$ cat src/rtl/serial_uart_pkg.sv
// Shared types and constants for the serial UART port and its FIFOs.
package serial_uart_pkg;

    typedef enum logic [1:0] {IDLE, START, DATA, STOP} uart_state_t;

    localparam int   DATA_BITS = 8;
    localparam logic LINE_IDLE = 1'b1;
    localparam logic START_BIT = 1'b0;

    // Width of a counter that must reach clks-1.
    function automatic int cnt_width(input int clks);
        return (clks <= 2) ? 1 : $clog2(clks);
    endfunction

endpackage

$ cat src/rtl/sync_fifo.sv
// Single-clock FIFO with synchronous reset. A push while full is dropped
// even if a pop happens in the same cycle; a pop while empty is ignored.
module sync_fifo #(
    parameter int WIDTH = 8,
    parameter int DEPTH = 16
) (
    input  logic             clock,
    input  logic             reset,
    input  logic             push,
    input  logic             pop,
    input  logic [WIDTH-1:0] din,
    output logic [WIDTH-1:0] head,
    output logic             full,
    output logic             empty
);
    localparam int AW = $clog2(DEPTH);

    logic [WIDTH-1:0] mem [DEPTH];
    logic [AW-1:0]    wr_ptr, rd_ptr;
    logic [AW:0]      count;
    logic             do_push, do_pop;

    assign full    = (count == (AW+1)'(DEPTH));
    assign empty   = (count == '0);
    assign do_push = push && !full;
    assign do_pop  = pop && !empty;
    assign head    = mem[rd_ptr];

    always_ff @(posedge clock) begin
        if (do_push) mem[wr_ptr] <= din;
    end

    always_ff @(posedge clock) begin
        if (reset) begin
            wr_ptr <= '0;
            rd_ptr <= '0;
            count  <= '0;
        end else begin
            if (do_push) wr_ptr <= wr_ptr + 1'b1;
            if (do_pop)  rd_ptr <= rd_ptr + 1'b1;
            case ({do_push, do_pop})
                2'b10:   count <= count + 1'b1;
                2'b01:   count <= count - 1'b1;
                default: count <= count;
            endcase
        end
    end

endmodule

$ cat src/rtl/serial_uart_port.sv
// 8N1 UART transceiver between the processor's memory-mapped serial
// interface and the serial pins, with TX and RX FIFOs.
module serial_uart_port
    import serial_uart_pkg::*;
#(
    parameter int CLKS_PER_BIT = 434,
    parameter int FIFO_DEPTH   = 16
) (
    input  logic       clock,
    input  logic       reset,
    input  logic [7:0] serial_data_in,
    input  logic       serial_wren_in,
    input  logic       serial_rden_in,
    output logic [7:0] serial_data_out,
    output logic       serial_valid_out,
    output logic       serial_ready_out,
    input  logic       uart_rx_in,
    output logic       uart_tx_out,
    output logic       rx_overrun_out,
    output logic       rx_frame_err_out
);
    localparam int             CW       = cnt_width(CLKS_PER_BIT);
    localparam logic [CW-1:0]  CNT_LAST = CW'(CLKS_PER_BIT - 1);
    localparam logic [CW-1:0]  CNT_MID  = CW'(CLKS_PER_BIT / 2);
    localparam logic [2:0]     BIT_LAST = 3'(DATA_BITS - 1);

    // ---------------- TX ----------------
    logic [7:0]    tx_head;
    logic          tx_full, tx_empty, tx_pop;
    uart_state_t   tx_state;
    logic [CW-1:0] tx_cnt;
    logic [2:0]    tx_bit;
    logic [7:0]    tx_shift;

    sync_fifo #(.WIDTH(8), .DEPTH(FIFO_DEPTH)) u_tx_fifo (
        .clock (clock),
        .reset (reset),
        .push  (serial_wren_in),
        .pop   (tx_pop),
        .din   (serial_data_in),
        .head  (tx_head),
        .full  (tx_full),
        .empty (tx_empty)
    );

    assign serial_ready_out = !tx_full;
    // Popping at the end of STOP keeps back-to-back frames gap-free.
    assign tx_pop = !tx_empty &&
                    ((tx_state == IDLE) || (tx_state == STOP && tx_cnt == CNT_LAST));

    always_ff @(posedge clock) begin
        if (reset) begin
            tx_state    <= IDLE;
            tx_cnt      <= '0;
            tx_bit      <= '0;
            tx_shift    <= '0;
            uart_tx_out <= LINE_IDLE;
        end else begin
            case (tx_state)
                IDLE:  uart_tx_out <= LINE_IDLE;
                START: uart_tx_out <= START_BIT;
                DATA:  uart_tx_out <= tx_shift[0];
                STOP:  uart_tx_out <= LINE_IDLE;
            endcase
            if (tx_pop) begin
                tx_shift <= tx_head;
                tx_state <= START;
                tx_cnt   <= '0;
            end else if (tx_state != IDLE) begin
                if (tx_cnt == CNT_LAST) begin
                    tx_cnt <= '0;
                    case (tx_state)
                        START: begin
                            tx_state <= DATA;
                            tx_bit   <= '0;
                        end
                        DATA: begin
                            tx_shift <= tx_shift >> 1;
                            tx_bit   <= tx_bit + 1'b1;
                            if (tx_bit == BIT_LAST) tx_state <= STOP;
                        end
                        default: tx_state <= IDLE;
                    endcase
                end else begin
                    tx_cnt <= tx_cnt + 1'b1;
                end
            end
        end
    end

    // ---------------- RX ----------------
    logic [7:0]    rx_head;
    logic          rx_full, rx_empty, rx_push;
    logic          rx_s1, rx_s2, rx_prev;
    logic          stop_sample;
    uart_state_t   rx_state;
    logic [CW-1:0] rx_cnt;
    logic [2:0]    rx_bit;
    logic [7:0]    rx_shift;

    sync_fifo #(.WIDTH(8), .DEPTH(FIFO_DEPTH)) u_rx_fifo (
        .clock (clock),
        .reset (reset),
        .push  (rx_push),
        .pop   (serial_rden_in),
        .din   (rx_shift),
        .head  (rx_head),
        .full  (rx_full),
        .empty (rx_empty)
    );

    assign serial_valid_out = !rx_empty;
    assign serial_data_out  = rx_empty ? 8'h00 : rx_head;
    assign stop_sample      = (rx_state == STOP) && (rx_cnt == CNT_LAST);
    assign rx_push          = stop_sample && rx_s2 && !rx_full;

    always_ff @(posedge clock) begin
        if (reset) begin
            rx_s1            <= LINE_IDLE;
            rx_s2            <= LINE_IDLE;
            rx_prev          <= LINE_IDLE;
            rx_state         <= IDLE;
            rx_cnt           <= '0;
            rx_bit           <= '0;
            rx_shift         <= '0;
            rx_overrun_out   <= 1'b0;
            rx_frame_err_out <= 1'b0;
        end else begin
            rx_s1            <= uart_rx_in;
            rx_s2            <= rx_s1;
            rx_prev          <= rx_s2;
            rx_overrun_out   <= stop_sample && rx_s2 && rx_full;
            rx_frame_err_out <= stop_sample && !rx_s2;
            case (rx_state)
                IDLE: begin
                    if (rx_prev && !rx_s2) begin
                        rx_state <= START;
                        rx_cnt   <= '0;
                    end
                end
                START: begin
                    if (rx_cnt == CNT_MID) begin
                        rx_cnt   <= '0;
                        rx_bit   <= '0;
                        // A line already back high at mid-start is a glitch.
                        rx_state <= rx_s2 ? IDLE : DATA;
                    end else begin
                        rx_cnt <= rx_cnt + 1'b1;
                    end
                end
                DATA: begin
                    if (rx_cnt == CNT_LAST) begin
                        rx_cnt   <= '0;
                        rx_shift <= {rx_s2, rx_shift[7:1]};
                        rx_bit   <= rx_bit + 1'b1;
                        if (rx_bit == BIT_LAST) rx_state <= STOP;
                    end else begin
                        rx_cnt <= rx_cnt + 1'b1;
                    end
                end
                STOP: begin
                    if (rx_cnt == CNT_LAST) begin
                        rx_cnt   <= '0;
                        rx_state <= IDLE;
                    end else begin
                        rx_cnt <= rx_cnt + 1'b1;
                    end
                end
            endcase
        end
    end

endmodule

$ cat config.mk
export PLATFORM = sky130hd
export DESIGN_NAME = serial_uart_port
export DESIGN_NICKNAME = d
export VERILOG_FILES = /design/src/rtl/serial_uart_pkg.sv /design/src/rtl/sync_fifo.sv /design/src/rtl/serial_uart_port.sv
export SDC_FILE = /design/constraint.sdc
export NUM_CORES = 1
export LEC_CHECK = 0
export CAP_MARGIN = 15
export CORE_UTILIZATION = 50
export DETAILED_ROUTE_END_ITERATION = 12
export GPL_ROUTABILITY_DRIVEN = 0
export PLACE_DENSITY = 0.66
export SLEW_MARGIN = 20
export SYNTH_ARGS = -nofsm -noshare
export SYNTH_HDL_FRONTEND = slang
export SYNTH_SLANG_ARGS = --single-unit
export TNS_END_PERCENT = 30
$ cat constraint.sdc
create_clock -name clock -period 7.2 [get_ports clock]
set_input_delay 1.44 -clock clock [delete_from_list [all_inputs] [get_ports clock]]
set_output_delay 1.44 -clock clock [all_outputs]
set_load 0.005 [all_outputs]
* After elaboration in Yosys (flattened, before gate mapping)
Memories as Yosys holds them, arrays and structs flattened. A register that Yosys moved wholly into a read port is not among the register bits. Cells that the tools add are included. W data, S select, Z words.
Storage, ports and cells: flip-flop bits (word level) 76, bits in latches 0, RAM bits 256, bits in read-only memories 0, input port bits 13, output and inout port bits 13, word-level logic and storage cells 137, memories 2
Memory list:
- u_rx_fifo.mem | depth 16, width 8, rd ports 1, clocked after memory_dff 1, wr ports 1, RTL line sync_fifo.sv:18 | logic [WIDTH-1:0] mem [DEPTH];
- u_tx_fifo.mem | depth 16, width 8, rd ports 1, clocked after memory_dff 1, wr ports 1, RTL line sync_fifo.sv:18
Cells by class: $add $sub $neg 12, multipliers 0, divide/modulo/power cells 0, magnitude comparators 0, equal/unequal tests 24, shift-type cells 0, multiplexer cells 37, bitwise operators 1, reduce and logical (&&, ||, !) cells 40
Operators with widths (number):
- $mux W8 | 5
- $mux W9 | 4
- $pmux W9 S3 | 1
- $pmux W5 S2 | 2
- $add A9 B1 Y9 const B | 2
- $eq A9 B9 Y1 const B | 2
- $add A4 B1 Y4 const B | 4
- $mux W4 | 4
- $reduce_bool A2 Y1 | 8
- $mux W2 | 7
- $eq A2 B2 Y1 const B | 6
- $logic_and A1 B1 Y1 | 12
- $pmux W3 S2 | 2
- $reduce_and A3 Y1 | 4
- $add A5 B1 Y5 const B | 2
- $eq A5 B5 Y1 const B | 2
- $logic_not A5 Y1 | 2
- $ne A2 B2 Y1 const B | 5
- $sub A5 B1 Y5 const B | 2
- $eq A9 B8 Y1 const B | 1
- $eq A2 B1 Y1 const B | 4
- $pmux W2 S4 | 1
- $mux W1 | 7
- $add A3 B1 Y3 const B | 2
- 14 further kinds | 23

* Longest topological paths before layout
word-level depth 7, gate-level depth with buffers 16, mapped depth without buffers 14

* Cells and area by module
From an unflattened synthesis, not the netlist that was laid out.
Second synthesis, totals: cell total of the unflattened synthesis 937, area, all modules 14207.4 sq um
By module, submodules not included:
- sync_fifo (u_rx_fifo) | times used 1, cells each 330, area an instance 5891.9 sq um, sequential area each 4184.0 sq um
- sync_fifo (u_tx_fifo) | times used 1, cells each 324, area an instance 5836.8 sq um, sequential area each 4184.0 sq um
- serial_uart_port | times used 1, cells each 283, area an instance 2478.6 sq um, sequential area each 1001.0 sq um

* Least setup slack after synthesis
No wires, ideal clock.
kind input -> register, start point input port serial_rden_in, end point register u_rx_fifo.count[4], library setup time 0.120 ns, data arrival time 3.406 ns, required time 7.080 ns, path slack 3.674 ns, stages on the path 10, path buffers 1, cells stage by stage a21boi_1 ha_1 clkbuf_1 xor2_1 ha_1 a21oi_1 o22ai_1 a222oi_1 or4_1 nand2_1
Between the ends: cells in the longest elaborated chain, start to end 3, elaborated cells on any way between the ends 5, classes of those cells eq/ne: 2; mux: 1; reduce/logical: 2
Ends and longest elaborated chain:
- from (decl) | RTL line serial_uart_port.sv:13 | input logic serial_rden_in,
- $logic_and A1 B1 Y1 * | RTL line sync_fifo.sv:26 | assign do_pop = pop && !empty;
- $eq A2 B1 Y1 / $eq A2 B2 Y1 (equally long branches) | RTL line sync_fifo.sv:41 | case ({do_push, do_pop})
- $pmux W5 S2 / $reduce_bool A2 Y1 (equally long branches)
- to (signal assigned) | RTL line sync_fifo.sv:42 | 2'b10: count <= count + 1'b1;
- to (signal assigned) | RTL line sync_fifo.sv:43 | 2'b01: count <= count - 1'b1;
- to (signal assigned) | RTL line sync_fifo.sv:44 | default: count <= count;
- to (decl) | RTL line sync_fifo.sv:20 | logic [AW:0] count;
Every way passes the cells marked *; elsewhere a longest branch is shown, timed or not. A chain may end at the register's enable or synchronous reset.

==> results.cfg <==
[outcome]
status = finished, final reports clean

[grt]
antenna_found_initial = 0
grt_use_met2 = 0.317
grt_pass1_vias = 7096
grt_use_total = 0.185
grt_pass1_wl_mm = 39.7
grt_use_met1 = 0.244
top_usage_layer = met2
grt_max_degree = 67
gr-usage-met3 = 0.0306
grt_overflow = 0

[clock_network]
numCtsBuffers = 36
ctsResizeCount = 0
cts_buffer_depth = 3
insertion_delay_ns = 0.50
cts_setup_buffers = 0
clk_pin_slew_ns = 0.06
hold_buffers = 0
cts_tree = done
cts_sinks = 340
root_buffer = clkbuf_16
htreeDepth = 2

[yosys]
synth_edf_count = 256
async_flop_share = 0
ys_types = 63
synth_area_um2 = 13800
synth_ff_type = edfxtp_1
synth-seq-cells = 340
synth.net_count = 904
synth-seq-area-share = 0.679
ys_warn_count = 0
synth_cells = 861
avgSynthCellArea_um2 = 16.0

[power_and_ir_drop]
powerDensity_nw_per_um2 = 307
clock_power_share = 0.395
p_seq_frac = 0.464
comb_power_share = 0.142
p_int_w = 0.00364
p_sw_frac = 0.238
power.switching_w = 0.00114
ir_drop_mv = 0.191
p_leak_nw = 5.11

[cells_and_area]
fin_nets = 930
fin_area_um2 = 15600
num_antenna_cells = 0
area.growth.synth_to_final_pct = 12.7
final_core_util = 0.576
n_fill_cell = 2084
drive_gt1_frac = 0.163
instances_no_fill = 1254

[worst_setup_path]
r2r_cells = 13
path_cells = mux4_1, mux4_2, and2_1, clkdlybuf4s50_1
r2r-start = tx_cnt[1]$_SDFFE_PP0P_
worstPathArrival_ns = 2.99
criticalPathCategory = reg -> out
crit_slowest_cell = dfxtp_4
cpPeakStageDelay_ns = 0.75
critPathMaxFanout = 32
cp.depth = 4
required_ns = 5.76
critPathBufInv = 1
cpLargestDelayFamily = multiplexers
endpoint_kind = primary output
start_kind = register

[place]
placed_area_um2 = 14300
dp_hpwl_mm = 15.7
portBuffers = 25
dpl.cell_count = 1190

[timing]
hold_ws_ns = 0.416
clock_skew_ns = 0.0112
setup_tns_ns = 0
setup_viol = 0
fmax_mhz = 226
post-route-min-period_ns = 4.43
finalCritPeriodShare = 0.615
rsz0062_at_grt = no
worst_slew_pin_slew_ns = 1.12
slew_viol_final = 0
max-slew-margin-rel = 0.253
hold_viol = 0

[route]
drt_wl_total_mm = 25.5
dr.pass1.iters = 4
vias_per_cell = 5.73
vias = 7180
routedWlPerCell_um = 20.3
ant_nets = 0
drc = 0
drtIter0Drc = 539

[run]
max_cap_violations = 0

[floorplanning]
num_rows = 60
die_w_um = 168
dieArea_um2 = 28300
core_area_um2 = 27000
die_y_um = 168
pin_count = 26
start_util = 0.511

[min_path]
worstHoldStart = rx_s1$_SDFF_PP1_
min_path_cells = 1
hp-class = reg -> reg
## cells by family after synthesis
kind of cell	after synthesis	synth area share
flops	340	0.679
simple gates	224	0.0807
compound gates	91	0.0464
mux	85	0.127
buf+inv	63	0.0215
fa+ha+maj	30	0.0277
xor+xnor	28	0.0178
## cell type report
cell class              instances  area [µm²]  area share
clock buffers                  51        1030      0.0661
clock inverters                13         184      0.0118
inverters                      19        71.3     0.00459
multi-input cells             458        4170       0.268
flip-flops and latches        340        9370       0.603
well taps                     341         427      0.0274
repair buffers                 32         298      0.0191
## power by group through the flow
stage,sequential [W],combinational [W],clock [W]
2_1_floorplan,0.00225,0.000531,0
3_3_place_gp,0.00226,0.000674,0
3_5_place_dp,0.00226,0.000684,0
4_1_cts,0.00222,0.000686,0.00191
5_1_grt,0.00222,0.000747,0.00198
6_report,0.00222,0.000678,0.00189
## cell usage after synthesis, drive strengths merged (2+ instances only)
| cell type | count | area (µm²) |
|---|---|---|
| nor3 | 15 | 75.1 |
| nor3b | 3 | 22.5 |
| nor4 | 5 | 37.5 |
| a21o | 5 | 37.5 |
| mux4 | 72 | 1630 |
| or2 | 4 | 25.0 |
| nand3 | 23 | 115 |
| a21boi | 3 | 22.5 |
| a211oi | 5 | 37.5 |
| a31oi | 4 | 25.0 |
| o21ai | 12 | 60.1 |
| xor2 | 16 | 140 |
| buf | 23 | 146 |
| and3 | 10 | 62.6 |
| nor2b | 4 | 25.0 |
| a21oi | 20 | 100 |
| and3b | 3 | 27.5 |
| mux2i | 13 | 130 |
| and4 | 2 | 17.5 |
| dfxtp | 84 | 1680 |
| xnor2 | 12 | 105 |
| nand2b | 8 | 50.1 |
| inv | 18 | 67.6 |
| a22oi | 20 | 164 |
| nand2 | 40 | 150 |
| ha | 29 | 363 |
| o21a | 5 | 37.5 |
| or4 | 4 | 33.8 |
| edfxtp | 256 | 7690 |
| and2 | 10 | 62.6 |
| or3 | 5 | 32.5 |
| a311oi | 8 | 70.1 |
| nand4 | 5 | 31.3 |
| nor2 | 78 | 303 |
| nor4b | 2 | 17.5 |
| clkbuf | 21 | 78.8 |
## metrics by stage
step                setup slack [ns]  power (W)
floorplan                       3.67    0.00278
global placement                2.94    0.00293
detailed placement              2.89    0.00294
CTS                             2.36    0.00481
global route                    2.58    0.00495
finish                          2.77    0.00478
## path summary, 6_finish.rpt
kind              slack [ns]                         endpoint
setup / recovery        2.77               serial_data_out[7]
hold / removal          0.42                 rx_s2$_SDFF_PP1_
setup reg to reg        3.58  u_tx_fifo.count[4]$_SDFFE_PP0P_
hold reg to reg         0.42                 rx_s2$_SDFF_PP1_
## state kept, by name (all words and copies together), names as in the netlist, 5 cells and up, named ones only
register / flops
rx_cnt: 9
rx_shift: 8
tx_cnt: 9
tx_shift: 8
u_rx_fifo.count: 5
u_rx_fifo.mem: 128
u_tx_fifo.count: 5
u_tx_fifo.mem: 128
## layout by cell type, fill, tap and decap left out, drive strengths merged, types with 2 or more instances in the layout
cell / n
a31oi: 4
nor3: 15
and3b: 3
xnor2: 12
or2: 4
nor4b: 2
a311oi: 8
nor2b: 4
nor3b: 3
a22oi: 20
dfxtp: 84
clkbuf: 51
nand2b: 8
o21a: 5
and2: 10
and4: 2
or3: 5
nor4: 5
a21o: 5
buf: 8
ha: 29
xor2: 16
or4: 4
mux2i: 13
and3: 10
edfxtp: 256
nor2: 78
clkinv: 9
inv: 18
bufinv: 5
nand4: 5
a211oi: 5
nand2: 40
mux4: 72
clkdlybuf4s50: 24
o21ai: 12
a21oi: 20
a21boi: 3
nand3: 23
## layer usage
layer	vias up	share of wire
li1	3379	-
met4	0	0.021
met2	141	0.50
met5	-	0
met3	44	0.042
met1	3616	0.44
No activity file was read; power rests on OpenSTA's default activity.
